`src/rtl/dsp_equation_dispatch.sv`:
```
// Dispatcher between the DSP register block and NUM_EQ equation engines: one-hot enable, file-bus routing, result/status capture.
// Latency: start -> eq_enable 1 cycle; engine done -> interrupt 1 cycle (FINISH); engine done -> done flag 2 cycles.
// No backpressure: start/clear are ignored outside IDLE, and abort is honoured only in RUN. Optional DSP_DISPATCH_CYCLE_COUNT_EN adds cycle_count.
module dsp_equation_dispatch #(
    parameter int NUM_EQ = 4,
    parameter int dw     = 32,
    parameter int SEL_W  = 8,
    parameter int TMO_W  = 16
) (
    input  logic                   wb_clk,
    input  logic                   wb_rst,
    input  logic [SEL_W-1:0]       eq_sel,
    input  logic                   start,
    input  logic                   abort,
    input  logic                   clear,
    input  logic [TMO_W-1:0]       timeout_limit,
    input  logic [NUM_EQ-1:0]      eq_done,
    input  logic [NUM_EQ-1:0]      eq_error,
    input  logic [NUM_EQ*8-1:0]    eq_file_num,
    input  logic [NUM_EQ-1:0]      eq_file_write,
    input  logic [NUM_EQ-1:0]      eq_file_read,
    input  logic [NUM_EQ*32-1:0]   eq_file_write_data,
    input  logic [NUM_EQ*dw-1:0]   eq_result,
    output logic [NUM_EQ-1:0]      eq_enable,
    output logic [7:0]             file_num,
    output logic                   file_write,
    output logic                   file_read,
    output logic [31:0]            file_write_data,
    output logic [dw-1:0]          result,
    output logic                   busy,
    output logic                   done,
    output logic                   error,
    output logic                   interrupt,
    output logic [1:0]             status
`ifdef DSP_DISPATCH_CYCLE_COUNT_EN
    ,
    output logic [TMO_W-1:0]       cycle_count
`endif
);

    localparam int SLOT_W = (NUM_EQ > 1) ? $clog2(NUM_EQ) : 1;

    typedef enum logic [1:0] {IDLE, RUN, FINISH} state_t;

    state_t              state;
    logic [SLOT_W-1:0]   slot;
    logic [TMO_W-1:0]    cnt;
    logic [TMO_W-1:0]    cnt_next;
    logic                sel_valid;
    logic [NUM_EQ-1:0]   start_onehot;
    logic                sel_done;
    logic                sel_err;
    logic [dw-1:0]       sel_result;
    logic                tmo_hit;
    logic                run_exit;

    // Decode the requested equation number into a validity flag and the one-hot enable it would produce
    always_comb begin
        sel_valid    = (eq_sel != '0) && (int'(eq_sel) <= NUM_EQ);
        start_onehot = '0;
        for (int i = 0; i < NUM_EQ; i++) begin
            if (eq_sel == SEL_W'(i + 1)) start_onehot[i] = 1'b1;
        end
    end

    // Select the latched slot's status, result and file bus; file bus is forced to zero outside RUN
    always_comb begin
        sel_done        = 1'b0;
        sel_err         = 1'b0;
        sel_result      = '0;
        file_num        = '0;
        file_write      = 1'b0;
        file_read       = 1'b0;
        file_write_data = '0;
        for (int i = 0; i < NUM_EQ; i++) begin
            if (slot == SLOT_W'(i)) begin
                sel_done   = eq_done[i];
                sel_err    = eq_error[i];
                sel_result = eq_result[i*dw +: dw];
                if (state == RUN) begin
                    file_num        = eq_file_num[i*8 +: 8];
                    file_write      = eq_file_write[i];
                    file_read       = eq_file_read[i];
                    file_write_data = eq_file_write_data[i*32 +: 32];
                end
            end
        end
    end

    // Watchdog compare and saturating run-length increment
    always_comb begin
        cnt_next = (cnt == '1) ? cnt : cnt + TMO_W'(1);
        tmo_hit  = (timeout_limit != '0) && (cnt == timeout_limit - TMO_W'(1));
        run_exit = abort | sel_err | sel_done | tmo_hit;
    end

    assign busy = (state == RUN);

    // Run sequencer: error/status/interrupt land on the exit edge, done follows one cycle later out of FINISH
    always_ff @(posedge wb_clk) begin
        if (wb_rst) begin
            state     <= IDLE;
            slot      <= '0;
            cnt       <= '0;
            eq_enable <= '0;
            result    <= '0;
            done      <= 1'b0;
            error     <= 1'b0;
            interrupt <= 1'b0;
            status    <= 2'd0;
`ifdef DSP_DISPATCH_CYCLE_COUNT_EN
            cycle_count <= '0;
`endif
        end else begin
            interrupt <= 1'b0;
            case (state)
                IDLE: begin
                    if (start) begin
                        done  <= 1'b0;
                        cnt   <= '0;
                        if (sel_valid) begin
                            slot      <= SLOT_W'(eq_sel - 1'b1);
                            eq_enable <= start_onehot;
                            error     <= 1'b0;
                            status    <= 2'd0;
                            state     <= RUN;
`ifdef DSP_DISPATCH_CYCLE_COUNT_EN
                            cycle_count <= '0;
`endif
                        end else begin
                            error     <= 1'b1;
                            status    <= 2'd3;
                            interrupt <= 1'b1;
                            state     <= FINISH;
                        end
                    end else if (clear) begin
                        done   <= 1'b0;
                        error  <= 1'b0;
                        status <= 2'd0;
                    end
                end
                RUN: begin
                    cnt <= cnt_next;
                    if (run_exit) begin
                        eq_enable <= '0;
                        interrupt <= 1'b1;
                        state     <= FINISH;
`ifdef DSP_DISPATCH_CYCLE_COUNT_EN
                        cycle_count <= cnt_next;
`endif
                        // Engine error outranks a coincident done, so the result is only taken on a clean finish
                        if (abort) begin
                            status <= 2'd3;
                            error  <= 1'b1;
                        end else if (sel_err) begin
                            status <= 2'd1;
                            error  <= 1'b1;
                        end else if (sel_done) begin
                            status <= 2'd0;
                            result <= sel_result;
                        end else begin
                            status <= 2'd2;
                            error  <= 1'b1;
                        end
                    end
                end
                FINISH: begin
                    done  <= 1'b1;
                    state <= IDLE;
                end
                default: state <= IDLE;
            endcase
        end
    end

endmodule
```
`config.mk`:
```
export PLATFORM = sky130hd
export DESIGN_NAME = dsp_equation_dispatch
export DESIGN_NICKNAME = d
export VERILOG_FILES = /design/src/rtl/dsp_equation_dispatch.sv
export SDC_FILE = /design/constraint.sdc
export NUM_CORES = 1
export LEC_CHECK = 0
export CAP_MARGIN = 30
export CORE_AREA = 4 4 160 162
export DETAILED_ROUTE_END_ITERATION = 10
export DIE_AREA = 0 0 164 166
export HOLD_SLACK_MARGIN = 0.15
export RECOVER_POWER = 100
export SETUP_SLACK_MARGIN = 0.1
export SYNTH_ARGS = -nofsm -noshare
export SYNTH_HDL_FRONTEND = slang
export SYNTH_SLANG_ARGS = --single-unit
```
`constraint.sdc`:
```
create_clock -name wb_clk -period 2.9 [get_ports wb_clk]
set_clock_uncertainty 0.2 [all_clocks]
set_input_delay 0.58 -clock wb_clk [delete_from_list [all_inputs] [get_ports wb_clk]]
set_output_delay 0.58 -clock wb_clk [all_outputs]
set_load 0.1 [all_outputs]
```
==> out/summary.md <==
• 27200 um^2 — area enclosed by the die boundary
• 23.4% — part of the Yosys area used for sequential elements
• 2 — maximum clock path buffer count
• reg2reg — classification of the worst-slack hold path
• 6157 — number of vias after detailed routing
• 0 — number of enable flip-flop cells after synthesis
• 24100 um^2 — core area
• sky130_fd_sc_hd__clkbuf_16 — root cell of the clock tree
• 2.80 ns — arrival time at the worst endpoint
• 0 — # Max-Cap Violations
• 2430 — final-layout fill cell count
• 4 — number of detailed-route iterations in the first pass
• 104% — area grow syn2layout
• 889 — syn_nets
• 3 — Clock H-tree levels
• 38 — largest net degree at the start of global routing
• 57 — Row Count
• built — TritonCTS clock tree
• 19.8% — total routing resource utilization after global routing
• 40.2 mm — global-route wire length before repair
• 0 — total count of hold-check failures in the final report
• 0.00369 uW — Leakage
• 416 — port bufs
• 2.77 ns — final worst path period need
• slot[0]$_SDFFE_PP0P_ — critical register-to-register path startpoint
• 254 nW/um^2 — power density normalized to cell area
• 4 — number of antenna violations at the first check in global routing
• 61 — TritonCTS sink count
• completed — outcome
• 50 — Cell variety after synth
• 0.38 ns — slack of the worst reg-to-reg path
• 166 um — Die Span Y
• 9.48 um^2 — Avg Synthesized Cell Area
• 2 — WHS Path Cells
• 218 uV — worst vdd ir
• input port — Worst setup SP type
• result[31]$_SDFFE_PP0P_ — Worst R2R End
• 9 — number of buffers added by the clock tree synthesis step
• 316 x sky130_fd_sc_hd__clkdlybuf4s50_1, 79 x sky130_fd_sc_hd__nand2_1, 76 x sky130_fd_sc_hd__mux4_2 — most frequent cells in the layout
• sky130_fd_sc_hd__dfxtp_1 — most used flip-flop cell after synthesis
• 2710 uW — power consumption
• result[2]$_SDFFE_PP0P_ — end point of the most critical hold path
• 21.0 um — final routed wire length divided by cell count
• 5 — top fanout value on the critical path
• 0 — warnings from Yosys
• 0.361 GHz — fmax
• 23.5 mm — HPWL reported at the end of detailed placement
• 14.5% — normalized max-slew margin
• 0.33 ns — clock network latency to the later pin of the worst-skew pair
• 0 — total congestion overflow after global routing
• 0% — async set or reset register ratio after synthesis
• 27.8 mm — wire length reported by the detailed router
• 0.253 ns — hold_ws
• 164 um — die outline width
• 5210 um^2 — synthesized cell area
• 1330 — layout net count
• 0 — number of buffers added to fix hold violations after cts
• 0 — ANT nets after route
• 0 — DRC Markers
• 0 — count of final max-slew check failures
• register — CP endpoint kind
• true — setup repair after global routing missed its margin
• 4.65 — mean number of vias per cell
• 0.930 — RePlAce Congestion
• 0 — setup-violating endpoint count in the final report
• 21.6% — starting utilization of the core area
• 25.6% — fraction of layout cells with a size suffix above 1
• sky130_fd_sc_hd__clkdlybuf4s50_1 — most common cell after layout, fill and taps aside
• 1.29 ns — transition time of the tightest slew-check pin
• 95.5% — final clock period utilization by the worst path
• 6475 — vias in the first global route
• result[2]$_SDFFE_PP0P_ — worst hold path startpoint
• 10700 um^2 — post-route standard cell area excluding fillers
• in2reg — critical setup path kind
• 550 — instance count of the mapped netlist
• 61 — flip-flop and latch count after synthesis
• 7 — logic depth of the worst register-to-register path
• 2.93 ns — required time reported for the critical path endpoint
• 10400 um^2 — DP Area
• 417 — I/O pin count
• 0.05 ns — CTS clock-pin slew for the worst setup and hold paths
• 229 — drt first-iter violations
## what timing repair did
| item | 4_1_cts | 5_1_grt |
|---|---|---|
| pin swaps | 15 | 13 |
| gates cloned | 0 | 1 |
| endpoints found under the setup margin | 35 | 10 |
| buffers inserted | 7 | 3 |
| gates resized for setup | 48 | 21 |
## power by group
part	switching [uW]	internal, uW	total (uW)
clock network	395	679	1070
registers	6.87	843	850
logic	247	537	783
total	649	2060	2710
## state kept, by name, summed over array words and instances, names as in the netlist
name and count:
result 32, cnt 16, eq_enable 4, slot 2
state 2, status 2, done 1, error 1
interrupt 1
## critical path, cell delays in order
cell                        delay [ns]
sky130_fd_sc_hd__buf_12           0.10
sky130_fd_sc_hd__or4_4            0.57
sky130_fd_sc_hd__buf_6            0.14
sky130_fd_sc_hd__buf_4            0.13
sky130_fd_sc_hd__nor4_4           0.12
sky130_fd_sc_hd__a311o_1          0.17
sky130_fd_sc_hd__a2bb2oi_2        0.07
sky130_fd_sc_hd__or4_4            0.59
sky130_fd_sc_hd__nor2b_4          0.16
sky130_fd_sc_hd__nor4_1           0.17
## Yosys cell counts, types with 3 or more instances
master | n | area, um^2
sky130_fd_sc_hd__inv_1 | 13 | 48.8
sky130_fd_sc_hd__o2111ai_1 | 3 | 26.3
sky130_fd_sc_hd__clkbuf_1 | 29 | 109
sky130_fd_sc_hd__mux4_2 | 76 | 1710
sky130_fd_sc_hd__buf_1 | 9 | 33.8
sky130_fd_sc_hd__o21a_1 | 3 | 22.5
sky130_fd_sc_hd__nand2b_1 | 7 | 43.8
sky130_fd_sc_hd__ha_1 | 6 | 75.1
sky130_fd_sc_hd__or3_1 | 3 | 18.8
sky130_fd_sc_hd__and2_1 | 45 | 282
sky130_fd_sc_hd__o21ai_0 | 7 | 35.0
sky130_fd_sc_hd__dfxtp_1 | 61 | 1220
sky130_fd_sc_hd__xnor2_1 | 20 | 175
sky130_fd_sc_hd__nand4_1 | 9 | 56.3
sky130_fd_sc_hd__and4_1 | 3 | 26.3
sky130_fd_sc_hd__xor2_1 | 10 | 87.6
sky130_fd_sc_hd__nand2_1 | 79 | 297
sky130_fd_sc_hd__nand3b_1 | 3 | 22.5
sky130_fd_sc_hd__nor4b_1 | 3 | 26.3
sky130_fd_sc_hd__a21oi_1 | 41 | 205
sky130_fd_sc_hd__nor3_1 | 19 | 95.1
sky130_fd_sc_hd__nor4_1 | 10 | 62.6
sky130_fd_sc_hd__a211oi_1 | 4 | 30.0
sky130_fd_sc_hd__or4_1 | 6 | 45.0
sky130_fd_sc_hd__nor2_1 | 39 | 146
sky130_fd_sc_hd__nand3_1 | 11 | 55.1
sky130_fd_sc_hd__or2_2 | 4 | 25.0
## cell type report
cell class / count / area (um^2) / area share, %
clock inverters: 3 / 15.0 / 0.141
clock buffers: 13 / 283 / 2.65
multi-input cells: 437 / 4040 / 37.9
repair buffers: 469 / 4620 / 43.4
well taps: 324 / 405 / 3.81
diodes: 3 / 7.51 / 0.0705
inverters: 13 / 48.8 / 0.458
flip-flops and latches: 61 / 1230 / 11.5
## per-layer routing
layer / GRT usage (%) / part of all wire, % / vias up
li1: - / - / 2939
met1: 23.0 / 39 / 2972
met2: 36.0 / 54 / 205
met3: 4.24 / 5.5 / 39
met4: 5.98 / 2.2 / 2
met5: 0 / 0.047 / -
## how the worst max path moves through the flow
stage	start	depth (start not counted)	end	slack [ns]
floorplan	timeout_limit[1]	8	eq_enable[3]$_SDFFE_PP0P_	0.07
finish	timeout_limit[3]	10	state[1]$_SDFFE_PP0P_	0.13
detailed placement	timeout_limit[0]	10	state[1]$_SDFFE_PP0P_	-0.58
global placement	timeout_limit[0]	10	interrupt$_SDFF_PP0_	-0.52
CTS	timeout_limit[10]	9	interrupt$_SDFF_PP0_	0.10
global route	timeout_limit[3]	9	state[1]$_SDFFE_PP0P_	0.03
## logic make-up after synthesis
kind of cell,Yosys count,share of synthesized area [%]
AND/OR/NAND/NOR,249,24.4
multiplexers,78,33.2
AO/OA/AOI/OAI,74,8.67
flip-flops,61,23.4
buffers and inverters,52,3.77
XOR/XNOR,30,5.04
adder cells (fa/ha/maj),6,1.44
## through the flow
step	cells	setup TNS, ns	setup slack (ns)	utilization, %
2_1_floorplan	550	0	0.0689	-
3_3_place_gp	1293	-4.88	-0.521	43.3
3_5_place_dp	1293	-5.36	-0.578	43.3
4_1_cts	1316	0	0.104	45.2
5_1_grt	1323	0	0.0335	44.2
6_report	1323	0	0.131	44.2
Power figures use the tool's default switching activity.
